==> src/rtl/riscv_ctrl_pkg.sv <==
// Shared encodings for the multicycle RISC-V controller: states, mux selects, opcodes.
package riscv_ctrl_pkg;

  localparam int unsigned OP_W    = 7;
  localparam int unsigned STATE_W = 4;

  typedef enum logic [STATE_W-1:0] {
    S_FETCH    = 4'd0,
    S_DECODE   = 4'd1,
    S_MEMADR   = 4'd2,
    S_MEMREAD  = 4'd3,
    S_MEMWB    = 4'd4,
    S_MEMWRITE = 4'd5,
    S_EXECR    = 4'd6,
    S_EXECI    = 4'd7,
    S_ALUWB    = 4'd8,
    S_BEQ      = 4'd9,
    S_JAL      = 4'd10,
    S_JALR     = 4'd11,
    S_JALRPC   = 4'd12,
    S_LUI      = 4'd13,
    S_AUIPC    = 4'd14,
    S_TRAP     = 4'd15
  } state_t;

  localparam logic [1:0] RES_ALUOUT    = 2'b00;
  localparam logic [1:0] RES_DATA      = 2'b01;
  localparam logic [1:0] RES_ALURESULT = 2'b10;

  localparam logic [1:0] SRCA_PC    = 2'b00;
  localparam logic [1:0] SRCA_OLDPC = 2'b01;
  localparam logic [1:0] SRCA_A     = 2'b10;
  localparam logic [1:0] SRCA_ZERO  = 2'b11;

  localparam logic [1:0] SRCB_WDATA = 2'b00;
  localparam logic [1:0] SRCB_IMM   = 2'b01;
  localparam logic [1:0] SRCB_FOUR  = 2'b10;

  localparam logic [1:0] ALUOP_ADD   = 2'b00;
  localparam logic [1:0] ALUOP_SUB   = 2'b01;
  localparam logic [1:0] ALUOP_FUNCT = 2'b10;

  localparam logic [2:0] IMM_I = 3'b000;
  localparam logic [2:0] IMM_S = 3'b001;
  localparam logic [2:0] IMM_B = 3'b010;
  localparam logic [2:0] IMM_J = 3'b011;
  localparam logic [2:0] IMM_U = 3'b100;

  localparam logic [OP_W-1:0] OP_LW    = 7'b0000011;
  localparam logic [OP_W-1:0] OP_SW    = 7'b0100011;
  localparam logic [OP_W-1:0] OP_RTYPE = 7'b0110011;
  localparam logic [OP_W-1:0] OP_ITYPE = 7'b0010011;
  localparam logic [OP_W-1:0] OP_BEQ   = 7'b1100011;
  localparam logic [OP_W-1:0] OP_JAL   = 7'b1101111;
  localparam logic [OP_W-1:0] OP_JALR  = 7'b1100111;
  localparam logic [OP_W-1:0] OP_LUI   = 7'b0110111;
  localparam logic [OP_W-1:0] OP_AUIPC = 7'b0010111;

endpackage

==> src/rtl/multicycle_ctrl_if.sv <==
// Controller <-> datapath bundle: opcode/status in, enables and selects out.
interface multicycle_ctrl_if;
  import riscv_ctrl_pkg::*;

  logic [OP_W-1:0]    op;
  logic               Zero;
  logic               MemReady;
  logic               PCWrite;
  logic               IRWrite;
  logic               MemWrite;
  logic               RegWrite;
  logic               AdrSrc;
  logic [1:0]         ResultSrc;
  logic [1:0]         ALUSrcA;
  logic [1:0]         ALUSrcB;
  logic [1:0]         ALUOp;
  logic [2:0]         ImmSrc;
  logic [STATE_W-1:0] State;
  logic               Illegal;

  modport master (
    input  op, Zero, MemReady,
    output PCWrite, IRWrite, MemWrite, RegWrite, AdrSrc,
           ResultSrc, ALUSrcA, ALUSrcB, ALUOp, ImmSrc, State, Illegal
  );

  modport slave (
    output op, Zero, MemReady,
    input  PCWrite, IRWrite, MemWrite, RegWrite, AdrSrc,
           ResultSrc, ALUSrcA, ALUSrcB, ALUOp, ImmSrc, State, Illegal
  );
endinterface

==> src/rtl/mc_output_decode.sv <==
// Moore output decode of the controller state; PCWrite/IRWrite also see Zero/MemReady.
module mc_output_decode
  import riscv_ctrl_pkg::*;
(
  input  state_t          State,
  input  logic [OP_W-1:0] op,
  input  logic            Zero,
  input  logic            MemReady,
  input  logic            reset,
  output logic            PCWrite,
  output logic            IRWrite,
  output logic            MemWrite,
  output logic            RegWrite,
  output logic            AdrSrc,
  output logic [1:0]      ResultSrc,
  output logic [1:0]      ALUSrcA,
  output logic [1:0]      ALUSrcB,
  output logic [1:0]      ALUOp,
  output logic [2:0]      ImmSrc,
  output logic            Illegal
);

  // Per-state control word; reset kills every enable and the trap flag.
  always_comb begin
    PCWrite   = 1'b0;
    IRWrite   = 1'b0;
    MemWrite  = 1'b0;
    RegWrite  = 1'b0;
    AdrSrc    = 1'b0;
    ResultSrc = RES_ALUOUT;
    ALUSrcA   = SRCA_PC;
    ALUSrcB   = SRCB_WDATA;
    ALUOp     = ALUOP_ADD;
    ImmSrc    = IMM_I;
    Illegal   = 1'b0;
    case (State)
      S_FETCH: begin
        ALUSrcB   = SRCB_FOUR;
        ResultSrc = RES_ALURESULT;
        IRWrite   = MemReady;
        PCWrite   = MemReady;
      end
      S_DECODE: begin
        ALUSrcA = SRCA_OLDPC;
        ALUSrcB = SRCB_IMM;
        if (op == OP_BEQ)      ImmSrc = IMM_B;
        else if (op == OP_JAL) ImmSrc = IMM_J;
      end
      S_MEMADR: begin
        ALUSrcA = SRCA_A;
        ALUSrcB = SRCB_IMM;
        ImmSrc  = (op == OP_SW) ? IMM_S : IMM_I;
      end
      S_MEMREAD:  AdrSrc = 1'b1;
      S_MEMWB: begin
        ResultSrc = RES_DATA;
        RegWrite  = 1'b1;
      end
      S_MEMWRITE: begin
        AdrSrc   = 1'b1;
        MemWrite = 1'b1;
      end
      S_EXECR: begin
        ALUSrcA = SRCA_A;
        ALUOp   = ALUOP_FUNCT;
      end
      S_EXECI: begin
        ALUSrcA = SRCA_A;
        ALUSrcB = SRCB_IMM;
        ALUOp   = ALUOP_FUNCT;
      end
      S_ALUWB:    RegWrite = 1'b1;
      S_BEQ: begin
        ALUSrcA = SRCA_A;
        ALUOp   = ALUOP_SUB;
        PCWrite = Zero;
      end
      S_JAL, S_JALRPC: begin
        ALUSrcA = SRCA_OLDPC;
        ALUSrcB = SRCB_FOUR;
        PCWrite = 1'b1;
      end
      S_JALR: begin
        ALUSrcA = SRCA_A;
        ALUSrcB = SRCB_IMM;
      end
      S_LUI: begin
        ALUSrcA = SRCA_ZERO;
        ALUSrcB = SRCB_IMM;
        ImmSrc  = IMM_U;
      end
      S_AUIPC: begin
        ALUSrcA = SRCA_OLDPC;
        ALUSrcB = SRCB_IMM;
        ImmSrc  = IMM_U;
      end
      S_TRAP:     Illegal = 1'b1;
      default: ;
    endcase
    if (reset) begin
      PCWrite  = 1'b0;
      IRWrite  = 1'b0;
      MemWrite = 1'b0;
      RegWrite = 1'b0;
      Illegal  = 1'b0;
    end
  end

endmodule

==> src/rtl/multicycle_ctrl.sv <==
// Multicycle RISC-V main controller: state register and next-state logic.
module multicycle_ctrl
  import riscv_ctrl_pkg::*;
#(
  parameter int unsigned USE_MEM_READY = 1
) (
  input  logic               clk,
  input  logic               reset,
  multicycle_ctrl_if.master  bus
);

  state_t state;
  state_t stateNext;
  logic   memReady;

  assign memReady  = (USE_MEM_READY != 0) ? bus.MemReady : 1'b1;
  assign bus.State = state;

  // State register with synchronous reset back to FETCH.
  always_ff @(posedge clk) begin
    if (reset) state <= S_FETCH;
    else       state <= stateNext;
  end

  // Next-state: memory states wait on MemReady, DECODE dispatches on opcode.
  always_comb begin
    stateNext = state;
    case (state)
      S_FETCH:    stateNext = memReady ? S_DECODE : S_FETCH;
      S_DECODE: begin
        case (bus.op)
          OP_LW, OP_SW: stateNext = S_MEMADR;
          OP_RTYPE:     stateNext = S_EXECR;
          OP_ITYPE:     stateNext = S_EXECI;
          OP_BEQ:       stateNext = S_BEQ;
          OP_JAL:       stateNext = S_JAL;
          OP_JALR:      stateNext = S_JALR;
          OP_LUI:       stateNext = S_LUI;
          OP_AUIPC:     stateNext = S_AUIPC;
          default:      stateNext = S_TRAP;
        endcase
      end
      S_MEMADR:   stateNext = (bus.op == OP_SW) ? S_MEMWRITE : S_MEMREAD;
      S_MEMREAD:  stateNext = memReady ? S_MEMWB : S_MEMREAD;
      S_MEMWB:    stateNext = S_FETCH;
      S_MEMWRITE: stateNext = memReady ? S_FETCH : S_MEMWRITE;
      S_EXECR, S_EXECI, S_JAL, S_JALRPC, S_LUI, S_AUIPC:
                  stateNext = S_ALUWB;
      S_ALUWB:    stateNext = S_FETCH;
      S_BEQ:      stateNext = S_FETCH;
      S_JALR:     stateNext = S_JALRPC;
      S_TRAP:     stateNext = S_TRAP;
      default:    stateNext = S_FETCH;
    endcase
  end

  mc_output_decode u_decode (
    .State     (state),
    .op        (bus.op),
    .Zero      (bus.Zero),
    .MemReady  (memReady),
    .reset     (reset),
    .PCWrite   (bus.PCWrite),
    .IRWrite   (bus.IRWrite),
    .MemWrite  (bus.MemWrite),
    .RegWrite  (bus.RegWrite),
    .AdrSrc    (bus.AdrSrc),
    .ResultSrc (bus.ResultSrc),
    .ALUSrcA   (bus.ALUSrcA),
    .ALUSrcB   (bus.ALUSrcB),
    .ALUOp     (bus.ALUOp),
    .ImmSrc    (bus.ImmSrc),
    .Illegal   (bus.Illegal)
  );

endmodule
==> src/flat_wrapper.sv <==
// flat-port wrapper written by rule: the top's interface ports become plain ports
module multicycle_ctrl_flat import riscv_ctrl_pkg::*;
#(
  parameter int unsigned USE_MEM_READY = 1
)
  (clk, reset, bus_op, bus_Zero, bus_MemReady, bus_PCWrite, bus_IRWrite, bus_MemWrite, bus_RegWrite, bus_AdrSrc, bus_ResultSrc, bus_ALUSrcA, bus_ALUSrcB, bus_ALUOp, bus_ImmSrc, bus_State, bus_Illegal);
  multicycle_ctrl_if bus_i ();
  input  logic clk;
  input  logic reset;
  input wire logic [$bits(bus_i.op)-1:0] bus_op;
  input wire logic [$bits(bus_i.Zero)-1:0] bus_Zero;
  input wire logic [$bits(bus_i.MemReady)-1:0] bus_MemReady;
  output wire logic [$bits(bus_i.PCWrite)-1:0] bus_PCWrite;
  output wire logic [$bits(bus_i.IRWrite)-1:0] bus_IRWrite;
  output wire logic [$bits(bus_i.MemWrite)-1:0] bus_MemWrite;
  output wire logic [$bits(bus_i.RegWrite)-1:0] bus_RegWrite;
  output wire logic [$bits(bus_i.AdrSrc)-1:0] bus_AdrSrc;
  output wire logic [$bits(bus_i.ResultSrc)-1:0] bus_ResultSrc;
  output wire logic [$bits(bus_i.ALUSrcA)-1:0] bus_ALUSrcA;
  output wire logic [$bits(bus_i.ALUSrcB)-1:0] bus_ALUSrcB;
  output wire logic [$bits(bus_i.ALUOp)-1:0] bus_ALUOp;
  output wire logic [$bits(bus_i.ImmSrc)-1:0] bus_ImmSrc;
  output wire logic [$bits(bus_i.State)-1:0] bus_State;
  output wire logic [$bits(bus_i.Illegal)-1:0] bus_Illegal;
  assign bus_i.op = bus_op;
  assign bus_i.Zero = bus_Zero;
  assign bus_i.MemReady = bus_MemReady;
  assign bus_PCWrite = bus_i.PCWrite;
  assign bus_IRWrite = bus_i.IRWrite;
  assign bus_MemWrite = bus_i.MemWrite;
  assign bus_RegWrite = bus_i.RegWrite;
  assign bus_AdrSrc = bus_i.AdrSrc;
  assign bus_ResultSrc = bus_i.ResultSrc;
  assign bus_ALUSrcA = bus_i.ALUSrcA;
  assign bus_ALUSrcB = bus_i.ALUSrcB;
  assign bus_ALUOp = bus_i.ALUOp;
  assign bus_ImmSrc = bus_i.ImmSrc;
  assign bus_State = bus_i.State;
  assign bus_Illegal = bus_i.Illegal;
  multicycle_ctrl #(.USE_MEM_READY(USE_MEM_READY)) u_core (.clk(clk), .reset(reset), .bus(bus_i));
endmodule
==> config.mk <==
export PLATFORM = sky130hd
export DESIGN_NAME = multicycle_ctrl_flat
export DESIGN_NICKNAME = d
export VERILOG_FILES = /design/src/rtl/riscv_ctrl_pkg.sv /design/src/rtl/multicycle_ctrl_if.sv /design/src/rtl/mc_output_decode.sv /design/src/rtl/multicycle_ctrl.sv /design/src/flat_wrapper.sv
export SDC_FILE = /design/constraint.sdc
export NUM_CORES = 1
export LEC_CHECK = 0
export BUFFER_PORTS_ARGS = -buffer_cell sky130_fd_sc_hd__buf_4
export CAP_MARGIN = 20
export CORE_ASPECT_RATIO = 1.1
export CORE_MARGIN = 2
export CORE_UTILIZATION = 37
export DETAILED_ROUTE_END_ITERATION = 12
export PLACE_DENSITY = 0.67
export SLEW_MARGIN = 20
export SYNTH_ARGS = -nofsm -noshare
export SYNTH_HDL_FRONTEND = slang
export SYNTH_SLANG_ARGS = --single-unit
==> constraint.sdc <==
create_clock -name clk -period 2.1 [get_ports clk]
set_input_delay 0.315 -clock clk [delete_from_list [all_inputs] [get_ports clk]]
set_output_delay 0.315 -clock clk [all_outputs]
set_load 0.02 [all_outputs]
==> run_results.csv, run 1 <==
group,metric,value,unit
placed_design,port_buffers,31,
clock_network,clkSinkCount,4,
global_route,use_met3,2.31,%
synthesis,ys_async_sr_fraction,0,%
die,die_y,47.0,um
power,switching_power,269,uW
power,comb_power_share,61.3,%
power,vdd_drop_max,0.000283,V
die,io_pins,32,
power,p_clk_share,17.7,%
power,power.total,581,uW
final_layout,synthToLayoutAreaGrowth,44.9,%
synthesis,netlist_area,622,um^2
worst_hold_path,min_path_type,"in -> reg",
clock_network,clk_path_buf_depth,2,
sta,setup_slack,0.169,ns
clock_network,insertion_delay,0.25,ns
global_route,grt_usage,18.6,%
sta,period_needed,1.93,ns
clock_network,tritoncts,"yes",
setup_path,r2r_slack,0.56,ns
die,die-width,43.1,um
global_route,grt-ovfl-total,0,
global_route,grt_pass1_vias,656,
setup_path,critPathCaptureType,"primary output",
setup_path,cp_slowest_stage_delay,0.53,ns
global_route,grt_busiest_layer,"met2",
synthesis,yosysTopAreaCellShare,12.9,%
worst_hold_path,min_from,"reset",
final_layout,final_common_cell,"buf_4",
sta,fin_crit_sh,92.0,%
global_route,grt_util_met2,33.1,%
setup_path,crit_required,1.78,ns
sta,worst_pin_slew,0.369,ns
final_layout,fin_nets,140,
power,pwr-share-seq,21.0,%
placed_design,place_congestion,0.761,
route,avgRoutedWirePerCell,12.7,um
die,rows,15,
sta,drv_slew,0,
final_layout,final_cell_mix,"buf_4, nor2_1, nand2_1",
die,die-area,0.00203,mm^2
setup_path,critPathTopFamily,"flip-flops",
synthesis,yosysSeqAreaShare,12.9,%
clock_network,ctsResizeCount,0,
power,p_leak,0.392,nW
clock_network,cts_buffers,3,
route,drt.antenna.violating_nets,0,
route,vias,810,
route,drc,0,
sta,timing.slew.headroom,75.4,%
placed_design,place_ws,0.287,ns
synthesis,ys.warnings.count,0,
final_layout,largest_register_ffs,4,
outcome,run_status,"completed",
global_route,grt_pass1_wl,2840,um
setup_path,crit_chain,"and2b_1 > a21o_1 > a32oi_1 > o31ai_1 > buf_4",
setup_path,cp_data_arrival_time,1.62,ns
power,power_density,645,mW/mm^2
final_layout,drive_above_1_share,33.9,%
setup_path,worstReg2RegStart,"u_core.bus.State[2]$_SDFF_PP0_",
synthesis,synth_seq_cells,4,
synthesis,synth_cells,97,
global_route,antenna_found_initial,0,
setup_path,critical_path_class,"reg -> out",
synthesis,synthDistinctLibCells,41,
power,swShare,46.3,%
route,viasPerCell,5.63,
power,intPower,312,uW
sta,hold_ws,0.295,ns
sta,fin_tns_setup,0,ns
synthesis,synth_top_cells_by_area,"dfxtp_1, a21oi_1, buf_2",
synthesis,synth_nets,108,
setup_path,cp-start-kind,"flop",
route,drtIter0Drc,14,
setup_path,critPathLaunch,"u_core.bus.State[1]$_SDFF_PP0_",
clock_network,root_buffer,"clkbuf_4",
setup_path,worst-path-buf-inv,1,
route,wl,1830,um
clock_network,postCtsHoldBufs,0,
final_layout,antenna_cells,0,
synthesis,synth_top_cell_by_area,"dfxtp_1",
route,first_pass_iters,4,
placed_design,dp_hpwl,1400,um
die,start_util,39.4,%
synthesis,avgSynthCellArea,6.41,um^2
job,drv_cap,0,
sta,finalHoldViolCount,0,
clock_network,clk_pin_slew_worst_paths,0.04,ns
synthesis,synthFlopType,"dfxtp_1",
global_route,grt_max_degree,15,
sta,setup-violations-final,0,
die,coreArea,0.00158,mm^2
sta,rsz0062_at_grt,"no",
sta,fmax,0.518,GHz
clock_network,cts_setup_buffers,0,
synthesis,synth-edff-count,0,
setup_path,slowest_stage,"dfxtp_1",
final_layout,design_area,901,um^2
global_route,grtUsageMet1,22.4,%
setup_path,path_max_fanout,12,
sta,skew,0.00303,ns
placed_design,placed_cell_area,871,um^2
clock_network,htree_levels,1,
## worst register-to-register path, delay by kind of cell (launching register included)
kind	cells	cell delay (ns)
AOI/OAI and AO/OA	2	0.23
buffers and inverters	1	0.23
DFF	1	0.50
and+or+nand+nor	2	0.53
## final cells by class
class                           instances  area (um^2)
Multi-Input combinational cell         80          494
Timing Repair Buffer                   35          263
Inverter                                5         18.8
Sequential cell                         4         81.3
Clock buffer                            3         22.5
Tap cell                               17         21.3
Fill cell                             159          676
## final timing paths
kind,depth (start not counted),endpoint
hold / removal,2,u_core.bus.State[0]$_SDFF_PP0_
setup / recovery,5,bus_PCWrite
setup reg to reg,5,u_core.bus.State[2]$_SDFF_PP0_
hold reg to reg,3,u_core.bus.State[3]$_SDFF_PP0_
## stage by stage
| step | util (%) | instances |
|---|---|---|
| after floorplan | - | 97 |
| after detailed placement | 55.2 | 141 |
| after global placement | 55.2 | 141 |
| final | 57.1 | 144 |
| after CTS | 56.7 | 144 |
| after global routing | 57.1 | 144 |
## synthesized netlist by cell type, types with 2 or more instances
library cell and count:
a31oi_1 2, dfxtp_1 4, buf_2 6, o31a_1 2
xnor2_1 2, nand3_1 4, nor4b_1 2, nand2b_1 3
o211ai_1 3, or4_1 2, o21ai_0 6, nor2_1 8
inv_1 4, nor3_1 5, or3_1 2, a21oi_1 7
nand2_1 8, nor2b_1 4
## routing by layer
metal / vias to the layer above / wire [um] / part of all wire [%]
li1: 416 / - / -
met1: 363 / 784 / 43
met2: 28 / 936 / 51
met3: 3 / 81 / 4.4
met4: 0 / 30 / 1.6
met5: - / 0 / 0
## cell families after synthesis
logic type | after synthesis | share of synthesized area, %
buffers and inverters | 13 | 9.66
multiplexers | 1 | 1.61
XOR/XNOR | 3 | 4.23
AO/OA/AOI/OAI | 28 | 28.4
flip-flops | 4 | 12.9
AND/OR/NAND/NOR | 48 | 43.3
## power by group through the flow
stage                     combinational [mW]  clock, mW  sequential (mW)
final                                  0.356      0.103            0.122
after global routing                   0.389      0.111            0.126
after CTS                              0.353      0.103            0.120
after detailed placement               0.353          0            0.122
after global placement                 0.350          0            0.121
after floorplan                        0.231          0            0.112
No activity file was read; power rests on OpenSTA's default activity.
==> inputs of run 2 (changes only) <==
--- a/config.mk
+++ b/config.mk
@@ -11,6 +11,7 @@
 export CORE_MARGIN = 2
 export CORE_UTILIZATION = 37
 export DETAILED_ROUTE_END_ITERATION = 12
+export MAX_ROUTING_LAYER = met4
 export PLACE_DENSITY = 0.67
 export SLEW_MARGIN = 20
 export SYNTH_ARGS = -nofsm -noshare
==> run 2 against run 1 <==
  * Global-route usage up 0.54 points
  * Final area unchanged
  * Cell count unchanged
  * Sequential share of layout area unchanged
  * Hold slack worse by 0.0025 ns
  * Worst setup slack worse by 0.0083 ns
  * Utilization unchanged
  * Clock skew about the same
  * Clock-buffer cell count unchanged
  * Critical path type unchanged
  * Largest cell class unchanged
==> run_results.csv, run 2 (synthesis results as in run 1) <==
group,metric,value,unit
sta,fin_tns_setup,0,ns
setup_path,timing.rr.end,"u_core.bus.State[2]$_SDFF_PP0_",
die,io_pins,32,
route,drc,0,
setup_path,cp_data_arrival_time,1.62,ns
global_route,grt_max_degree,15,
sta,worst_pin_slew,0.377,ns
final_layout,final_cell_mix,"buf_4, nor2_1, nand2_1",
clock_network,clk_pin_slew_worst_paths,0.04,ns
sta,setup-violations-final,0,
global_route,grt_usage,19.1,%
sta,fmax,0.516,GHz
die,die-area,0.00203,mm^2
final_layout,seq_area,81.3,um^2
final_layout,antenna_cells,0,
global_route,grt_pass1_vias,663,
sta,finalHoldViolCount,0,
power,swShare,46.2,%
final_layout,largest_register_ffs,4,
sta,fin_crit_sh,92.4,%
sta,skew,0.00318,ns
power,intPower,312,uW
route,wl,1800,um
worst_hold_path,min_from,"reset",
final_layout,drive_above_1_share,33.9,%
power,p_leak,0.392,nW
clock_network,clk_path_buf_depth,2,
outcome,run_status,"completed",
placed_design,dp_hpwl,1400,um
power,vdd_drop_max,0.000283,V
route,vias,802,
power,pwr-share-seq,21.0,%
sta,timing.slew.headroom,74.8,%
setup_path,critPathCaptureType,"primary output",
setup_path,crit_required,1.78,ns
setup_path,worstReg2RegStart,"u_core.bus.State[2]$_SDFF_PP0_",
route,drtIter0Drc,13,
sta,hold_ws,0.293,ns
worst_hold_path,min_path_cells,2,
final_layout,final_common_cell,"buf_4",
final_layout,fillers,159,
worst_hold_path,min_path_type,"in -> reg",
die,die-width,43.1,um
die,coreArea,0.00158,mm^2
final_layout,fin_nets,140,
setup_path,path_max_fanout,12,
route,first_pass_iters,4,
power,switching_power,268,uW
setup_path,critical_path_class,"reg -> out",
setup_path,cp-start-kind,"flop",
clock_network,htree_levels,1,
power,comb_power_share,61.2,%
clock_network,postCtsHoldBufs,0,
setup_path,r2r_slack,0.57,ns
clock_network,cts_buffers,3,
route,viasPerCell,5.57,
sta,period_needed,1.94,ns
route,avgRoutedWirePerCell,12.5,um
clock_network,clkSinkCount,4,
power,power.total,579,uW
final_layout,finish.utilization,57.1,%
clock_network,insertion_delay,0.25,ns
clock_network,cts_setup_buffers,0,
global_route,grt-ovfl-total,0,
global_route,antenna_found_initial,0,
power,power_density,643,mW/mm^2
clock_network,root_buffer,"clkbuf_4",
final_layout,synthToLayoutAreaGrowth,44.9,%
route,drt.antenna.violating_nets,0,
placed_design,port_buffers,31,
final_layout,multiInputGateArea,494,um^2
job,drv_cap,0,
worst_hold_path,hold_end,"u_core.bus.State[0]$_SDFF_PP0_",
die,die_y,47.0,um
clock_network,ctsResizeCount,0,
die,rows,15,
die,start_util,39.4,%
global_route,grt_pass1_wl,2830,um
sta,rsz0062_at_grt,"no",
clock_network,tritoncts,"yes",
power,p_clk_share,17.7,%
sta,drv_slew,0,
setup_path,reg2regPathDepth,5,
placed_design,place_congestion,0.771,
## run 2: cell counts in the layout (fill, tap and decap cells not counted)
Identical to the previous run, type by type.
## run 2: per-stage QoR
stage / std cells / cell area (um^2) / worst slack [ns]
final: 144 / 901 / 0.160
after global routing: 144 / 901 / 0.0509
after CTS: 144 / 893 / 0.0173
after detailed placement: 141 / 871 / 0.287
after global placement: 141 / 871 / 0.308
after floorplan: 97 / 628 / 0.124
## run 2: worst max path at each step
stage / to / depth (start not counted) / startpoint
after floorplan: bus_RegWrite / 3 / u_core.bus.State[2]$_SDFF_PP0_
after global placement: bus_ImmSrc[0] / 5 / u_core.bus.State[0]$_SDFF_PP0_
after detailed placement: bus_ImmSrc[0] / 5 / u_core.bus.State[0]$_SDFF_PP0_
after CTS: bus_ImmSrc[0] / 5 / u_core.bus.State[0]$_SDFF_PP0_
after global routing: bus_ImmSrc[0] / 5 / u_core.bus.State[3]$_SDFF_PP0_
final: bus_PCWrite / 5 / u_core.bus.State[1]$_SDFF_PP0_
## run 2: worst max-delay path: stages, from the launching register on
cell and delay, ns:
dfxtp_1 0.54, and2b_1 0.25, a21o_1 0.17, a32oi_1 0.17
o31ai_1 0.08, buf_4 0.17
## run 2: power by group through the flow
stage | sequential (mW) | clock, mW | combinational [mW]
2_1_floorplan | 0.112 | 0 | 0.231
3_3_place_gp | 0.121 | 0 | 0.350
3_5_place_dp | 0.122 | 0 | 0.353
4_1_cts | 0.120 | 0.103 | 0.353
5_1_grt | 0.126 | 0.111 | 0.389
6_report | 0.122 | 0.103 | 0.355
## run 2: cell type report
cell class | count | area share (%)
multi-input cells | 80 | 54.9
repair buffers | 35 | 29.2
flip-flops and latches | 4 | 9.03
clock buffers | 3 | 2.50
well taps | 17 | 2.36
inverters | 5 | 2.08
## run 2: metal layers
metal	global-route usage, %	part of all wire (%)	up-vias
li1	-	-	416
met1	22.2	41	353
met2	33.1	52	30
met3	2.31	4.8	3
met4	9.09	1.7	0
met5	-	0	-
